**config.mk**
```make
export PLATFORM = sky130hd
export DESIGN_NAME = clk_period_mon
export DESIGN_NICKNAME = d
export VERILOG_FILES = /design/src/rtl/clk_period_mon.sv
export SDC_FILE = /design/constraint.sdc
export NUM_CORES = 1
export LEC_CHECK = 0
export CORE_UTILIZATION = 47
export CTS_CLUSTER_DIAMETER = 150
export DETAILED_ROUTE_END_ITERATION = 7
export GPL_TIMING_DRIVEN = 0
export PLACE_DENSITY = 0.83
export SYNTH_ARGS = -nofsm -noshare
export SYNTH_HDL_FRONTEND = slang
export SYNTH_SLANG_ARGS = --single-unit
```
**constraint.sdc**
```tcl
create_clock -name clk -period 1.7 [get_ports clk]
set_input_delay 0.34 -clock clk [delete_from_list [all_inputs] [get_ports clk]]
set_output_delay 0.34 -clock clk [all_outputs]
set_load 0.005 [all_outputs]
```
**src/rtl/clk_period_mon.sv**
```systemverilog
// clk_period_mon: measures period and high time of a slow clock (clk_in) in clk cycles,
// flags loss of signal after TIMEOUT cycles. Define CLK_PERIOD_MON_HIGH_TIME_EN to build high-time capture.
module clk_period_mon #(
    parameter int          CNT_W   = 16,
    parameter int unsigned TIMEOUT = 65535
) (
    input  logic             clk,
    input  logic             rst_n,
    input  logic             clk_in,
    output logic [CNT_W-1:0] period,
    output logic [CNT_W-1:0] high_time,
    output logic             valid,
    output logic             timeout
);

    typedef enum logic [1:0] {IDLE, MEASURE, LOST} state_t;

    localparam logic [CNT_W-1:0] CNT_MAX = '1;
    localparam logic [CNT_W-1:0] CNT_TO  = CNT_W'(TIMEOUT);
    localparam logic [CNT_W-1:0] CNT_ONE = CNT_W'(1);

    state_t           state, state_nxt;
    logic             s1, s2, s3, rise_q;
    logic [CNT_W-1:0] cnt, cnt_nxt;
    logic             valid_nxt, to_set, to_clr;

    // NOTE: sequential state uses non-blocking assignments so every flop samples pre-edge values.
    always_ff @(posedge clk or negedge rst_n) begin
        if (!rst_n) begin
            s1     <= 1'b0;
            s2     <= 1'b0;
            s3     <= 1'b0;
            rise_q <= 1'b0;
        end else begin
            s1     <= clk_in;
            s2     <= s1;
            s3     <= s2;
            rise_q <= s2 & ~s3;
        end
    end

    always_ff @(posedge clk or negedge rst_n) begin
        if (!rst_n) state <= IDLE;
        else        state <= state_nxt;
    end

    always_comb begin
        state_nxt = state;
        case (state)
            IDLE:    if (rise_q) state_nxt = MEASURE;
            MEASURE: if (!rise_q && cnt == CNT_TO) state_nxt = LOST;
            LOST:    if (rise_q) state_nxt = MEASURE;
            default: state_nxt = IDLE;
        endcase
    end

    // NOTE: every always_comb output gets a default first so no path can infer a latch.
    always_comb begin
        cnt_nxt   = cnt;
        valid_nxt = 1'b0;
        to_set    = 1'b0;
        to_clr    = 1'b0;
        case (state)
            IDLE: cnt_nxt = rise_q ? CNT_ONE : '0;
            MEASURE: begin
                if (rise_q) begin
                    cnt_nxt   = CNT_ONE;
                    valid_nxt = 1'b1;
                end else begin
                    cnt_nxt = (cnt == CNT_MAX) ? cnt : cnt + CNT_ONE;
                    to_set  = (cnt == CNT_TO);
                end
            end
            LOST: begin
                if (rise_q) begin
                    cnt_nxt = CNT_ONE;
                    to_clr  = 1'b1;
                end
            end
            default: cnt_nxt = '0;
        endcase
    end

    always_ff @(posedge clk or negedge rst_n) begin
        if (!rst_n) begin
            cnt     <= '0;
            period  <= '0;
            valid   <= 1'b0;
            timeout <= 1'b0;
        end else begin
            cnt   <= cnt_nxt;
            valid <= valid_nxt;
            if (valid_nxt) period <= cnt;
            if (to_set)      timeout <= 1'b1;
            else if (to_clr) timeout <= 1'b0;
        end
    end

`ifdef CLK_PERIOD_MON_HIGH_TIME_EN
    logic             fall_q;
    logic [CNT_W-1:0] hi_cnt;

    // Falls outside MEASURE are ignored; the captured count is the cnt value at the fall.
    always_ff @(posedge clk or negedge rst_n) begin
        if (!rst_n) begin
            fall_q    <= 1'b0;
            hi_cnt    <= '0;
            high_time <= '0;
        end else begin
            fall_q <= ~s2 & s3;
            if (state == MEASURE && fall_q) hi_cnt <= cnt;
            if (valid_nxt) high_time <= hi_cnt;
        end
    end
`else
    assign high_time = '0;
`endif

endmodule

```
==> flow_summary_export.csv <==
group,metric,value,unit
setup_path,start_kind,"flip-flop",
finish,area_delta_synth_final,24.8,%
die,die_area,0.00467,mm²
finish,antenna_cells,0,
die,die_y,68.3,µm
setup_path,r2r_end,"cnt[0]",
synthesis,netlist_instances,196,
sta,relSlewSlack,42.6,%
cts,cts.sinks,40,
finish,stdcell_area,0.00258,mm²
sta,hold_slack,0.157,ns
grt,grt_usage,19.7,%
setup_path,cp.arrival,1.87,ns
setup_path,crit_path_cell_trace,"ha_4 -> and4_1 -> buf_6 -> nand3_2 -> buf_6 -> or4_1 -> nand3_1",
grt,grt_max_degree,41,
detailed_routing,drt-initial-drc-count,121,
setup_path,timing.rr.start,"cnt[0]",
detailed_routing,dr.pass1.iters,5,
grt,grt_pass1_wl,6.63,mm
synthesis,yosys_most_used_dff,"dfrtp_1",
sta,max_freq,608,MHz
synthesis,async_flop_share,100,%
placement,hpwl,2.76,mm
die,design.portCount,37,
synthesis,synth.distinct_cells,46,
placement,globalplace.congestion,0.910,
finish,instances_no_fill,295,
setup_path,worst_ep_required_time,1.92,ns
setup_path,worstRegToRegCells,7,
detailed_routing,ant_nets,0,
sta,hold_violations,0,
grt,grt_pass1_vias,1415,
sta,finalMaxSlewViolations,0,
setup_path,r2r_setup_slack,0.06,ns
synthesis,synth_edf_count,0,
finish,post-route-util,62.7,%
finish,drive_above_1_share,31.0,%
power_and_ir_drop,cellPowerDensity,872,mW/mm²
sta,finClkSkew,0.00719,ns
grt,antenna_found_initial,0,
sta,period_needed,1.64,ns
die,fp-row-count,23,
detailed_routing,routed_wl,4.17,mm
run,cap_violations,0,
cts,cts_buffers,5,
cts,htree_levels,2,
hold_path,hold_class,"input port to asynchronous set/reset pin",
synthesis,postSynthRegisterBits,40,
synthesis,ys_seq_area_share,48.4,%
sta,worst_pin_slew,0.861,ns
cts,cts_root_buf,"clkbuf_8",
finish,multiInputGateArea,968,µm²
grt,grt_remaining_overflow,0,
outcome,outcome,"completed",
die,initial_utilization,50.3,%
finish,seqCellArea,0.00101,mm²
die,die_x,68.3,µm
cts,cts_buffer_depth,2,
cts,worst_skew_pair.late_latency,0.29,ns
synthesis,avgSynthCellArea,10.6,µm²
synthesis,yosysWarningCount,0,
placement,post-place-cells,281,
finish,n_fill_cell,325,
setup_path,critPathMaxStageDelay,0.39,ns
cts,path_clk_slew,0.07,ns
detailed_routing,viasPerCell,5.53,
finish,nets,248,
synthesis,syn_area,0.00207,mm²
setup_path,crit_type,"flip-flop to flip-flop",
placement,placed_cell_area,0.00239,mm²
placement,portBuffers,20,
setup_path,critPathSlowestCell,"dfrtp_2",
die,core,0.00412,mm²
setup_path,crit_top_cell,"buf_6",
power_and_ir_drop,ir_drop,0.643,mV
cts,cts_tree,"done",
setup_path,end_kind,"flip-flop",
sta,period_share,96.7,%
detailed_routing,vias,1632,
sta,final-setup-viol-count,0,
detailed_routing,drc_errors,0,
power_and_ir_drop,leakage,1.21,nW
setup_path,path_max_fanout,5,
detailed_routing,wl_per_cell,14.1,µm
==> layer usage <==
layer / share of wire [%] / GRT usage (%) / wire length [µm]
met3: 6.0 / 5.00 / 252
met2: 47 / 30.4 / 1960
met5: 0 / 0 / 0
met4: 1.4 / 8.07 / 60
met1: 46 / 26.1 / 1910
==> how the worst max path moves through the flow <==
stage | to | slack (ns) | cells after the start | start
floorplan | cnt[12] | 0.02 | 7 | cnt[0]
global placement | cnt[10] | -0.63 | 1 | rst_n
detailed placement | cnt[2] | -0.18 | 5 | rise_q
CTS | cnt[10] | 0.01 | 5 | state[1]
global route | cnt[2] | -0.03 | 5 | state[1]
finish | cnt[0] | 0.06 | 7 | cnt[0]
==> Yosys cell counts (2+ instances only) <==
| master | n | area (µm²) |
|---|---|---|
| nor3b_1 | 2 | 15.0 |
| buf_6 | 2 | 22.5 |
| nor2_1 | 7 | 26.3 |
| nor4_1 | 3 | 18.8 |
| buf_4 | 17 | 128 |
| and4_1 | 3 | 26.3 |
| o311ai_0 | 2 | 17.5 |
| nand4_1 | 6 | 37.5 |
| o211ai_2 | 3 | 37.5 |
| mux2_2 | 15 | 169 |
| inv_1 | 4 | 15.0 |
| a21boi_0 | 2 | 15.0 |
| o311ai_2 | 2 | 32.5 |
| a31oi_1 | 2 | 12.5 |
| a21oi_1 | 8 | 40.0 |
| and3_1 | 2 | 12.5 |
| mux2i_1 | 3 | 30.0 |
| clkbuf_1 | 4 | 15.0 |
| o211a_1 | 2 | 20.0 |
| or3_1 | 2 | 12.5 |
| nand3_1 | 11 | 55.1 |
| or4_1 | 2 | 15.0 |
| dfrtp_1 | 40 | 1000 |
| buf_2 | 3 | 15.0 |
| nor3_1 | 3 | 15.0 |
| nand2_1 | 18 | 67.6 |
| and2_1 | 2 | 12.5 |
| o21ai_0 | 8 | 40.0 |
==> sequential cells by signal (all words and copies together), names as in the netlist <==
name	cells
s1	1
timeout	1
cnt	16
rise_q	1
state	2
period	16
s3	1
s2	1
valid	1
==> worst max-delay path, delay by kind of cell (launching register included) <==
family | cells | cell delay [ns]
adder cells (fa/ha/maj) | 1 | 0.15
buffers and inverters | 2 | 0.26
flip-flops | 1 | 0.39
AND/OR/NAND/NOR | 4 | 0.76
==> cell type report <==
type	count	share of cell area [%]
Buffer	26	7.42
Clock buffer	8	3.49
Inverter	4	0.582
Multi-Input combinational cell	140	37.5
Sequential cell	40	39.1
Tap cell	50	2.42
Timing Repair Buffer	27	9.50
==> kinds of logic after synthesis <==
group                    count (synthesis)  synth area share [%]
AND/OR/NAND/NOR                         68                  17.9
flip-flops                              40                  48.4
AO/OA/AOI/OAI                           37                  13.6
buffers and inverters                   31                  9.68
multiplexers                            18                  9.62
adder cells (fa/ha/maj)                  1                 0.605
other                                    1                 0.181
==> cells in the final DEF (no fill, tap or decap), drive strengths merged, types with 3 or more instances in the layout <==
cell	count
and4	3
clkdlybuf4s50	19
clkbuf	12
dfrtp	40
nor4	3
nand4	6
o21ai	9
nor2	7
mux2i	3
nand3	12
o211ai	4
o311ai	5
nand2	18
conb	16
mux2	15
a21oi	8
buf	30
nor3	3
inv	4
==> report_power, final <==
group          switching [mW]  internal (mW)
registers              0.0795           1.05
logic                   0.219          0.267
clock network           0.309          0.331
total                   0.608           1.64
==> what timing repair did <==
| action | 4_1_cts | 5_1_grt |
|---|---|---|
| endpoints found under the setup margin | 23 | 19 |
| gates cloned | 0 | 1 |
| pin swaps | 0 | 1 |
| hold buffers | 0 | 0 |
| gates resized for setup | 12 | 13 |
| buffers inserted | 5 | 1 |
==> stage by stage <==
stage | setup WS, ns | total power, mW | setup TNS [ns]
global route | -0.0274 | 2.38 | -0.0274
finish | 0.0554 | 2.25 | 0
detailed placement | -0.182 | 1.54 | -2.54
global placement | -0.634 | 1.53 | -27.48
CTS | 0.00954 | 2.26 | 0
floorplan | 0.0220 | 1.37 | 0
(Power assumes the default switching activity.)
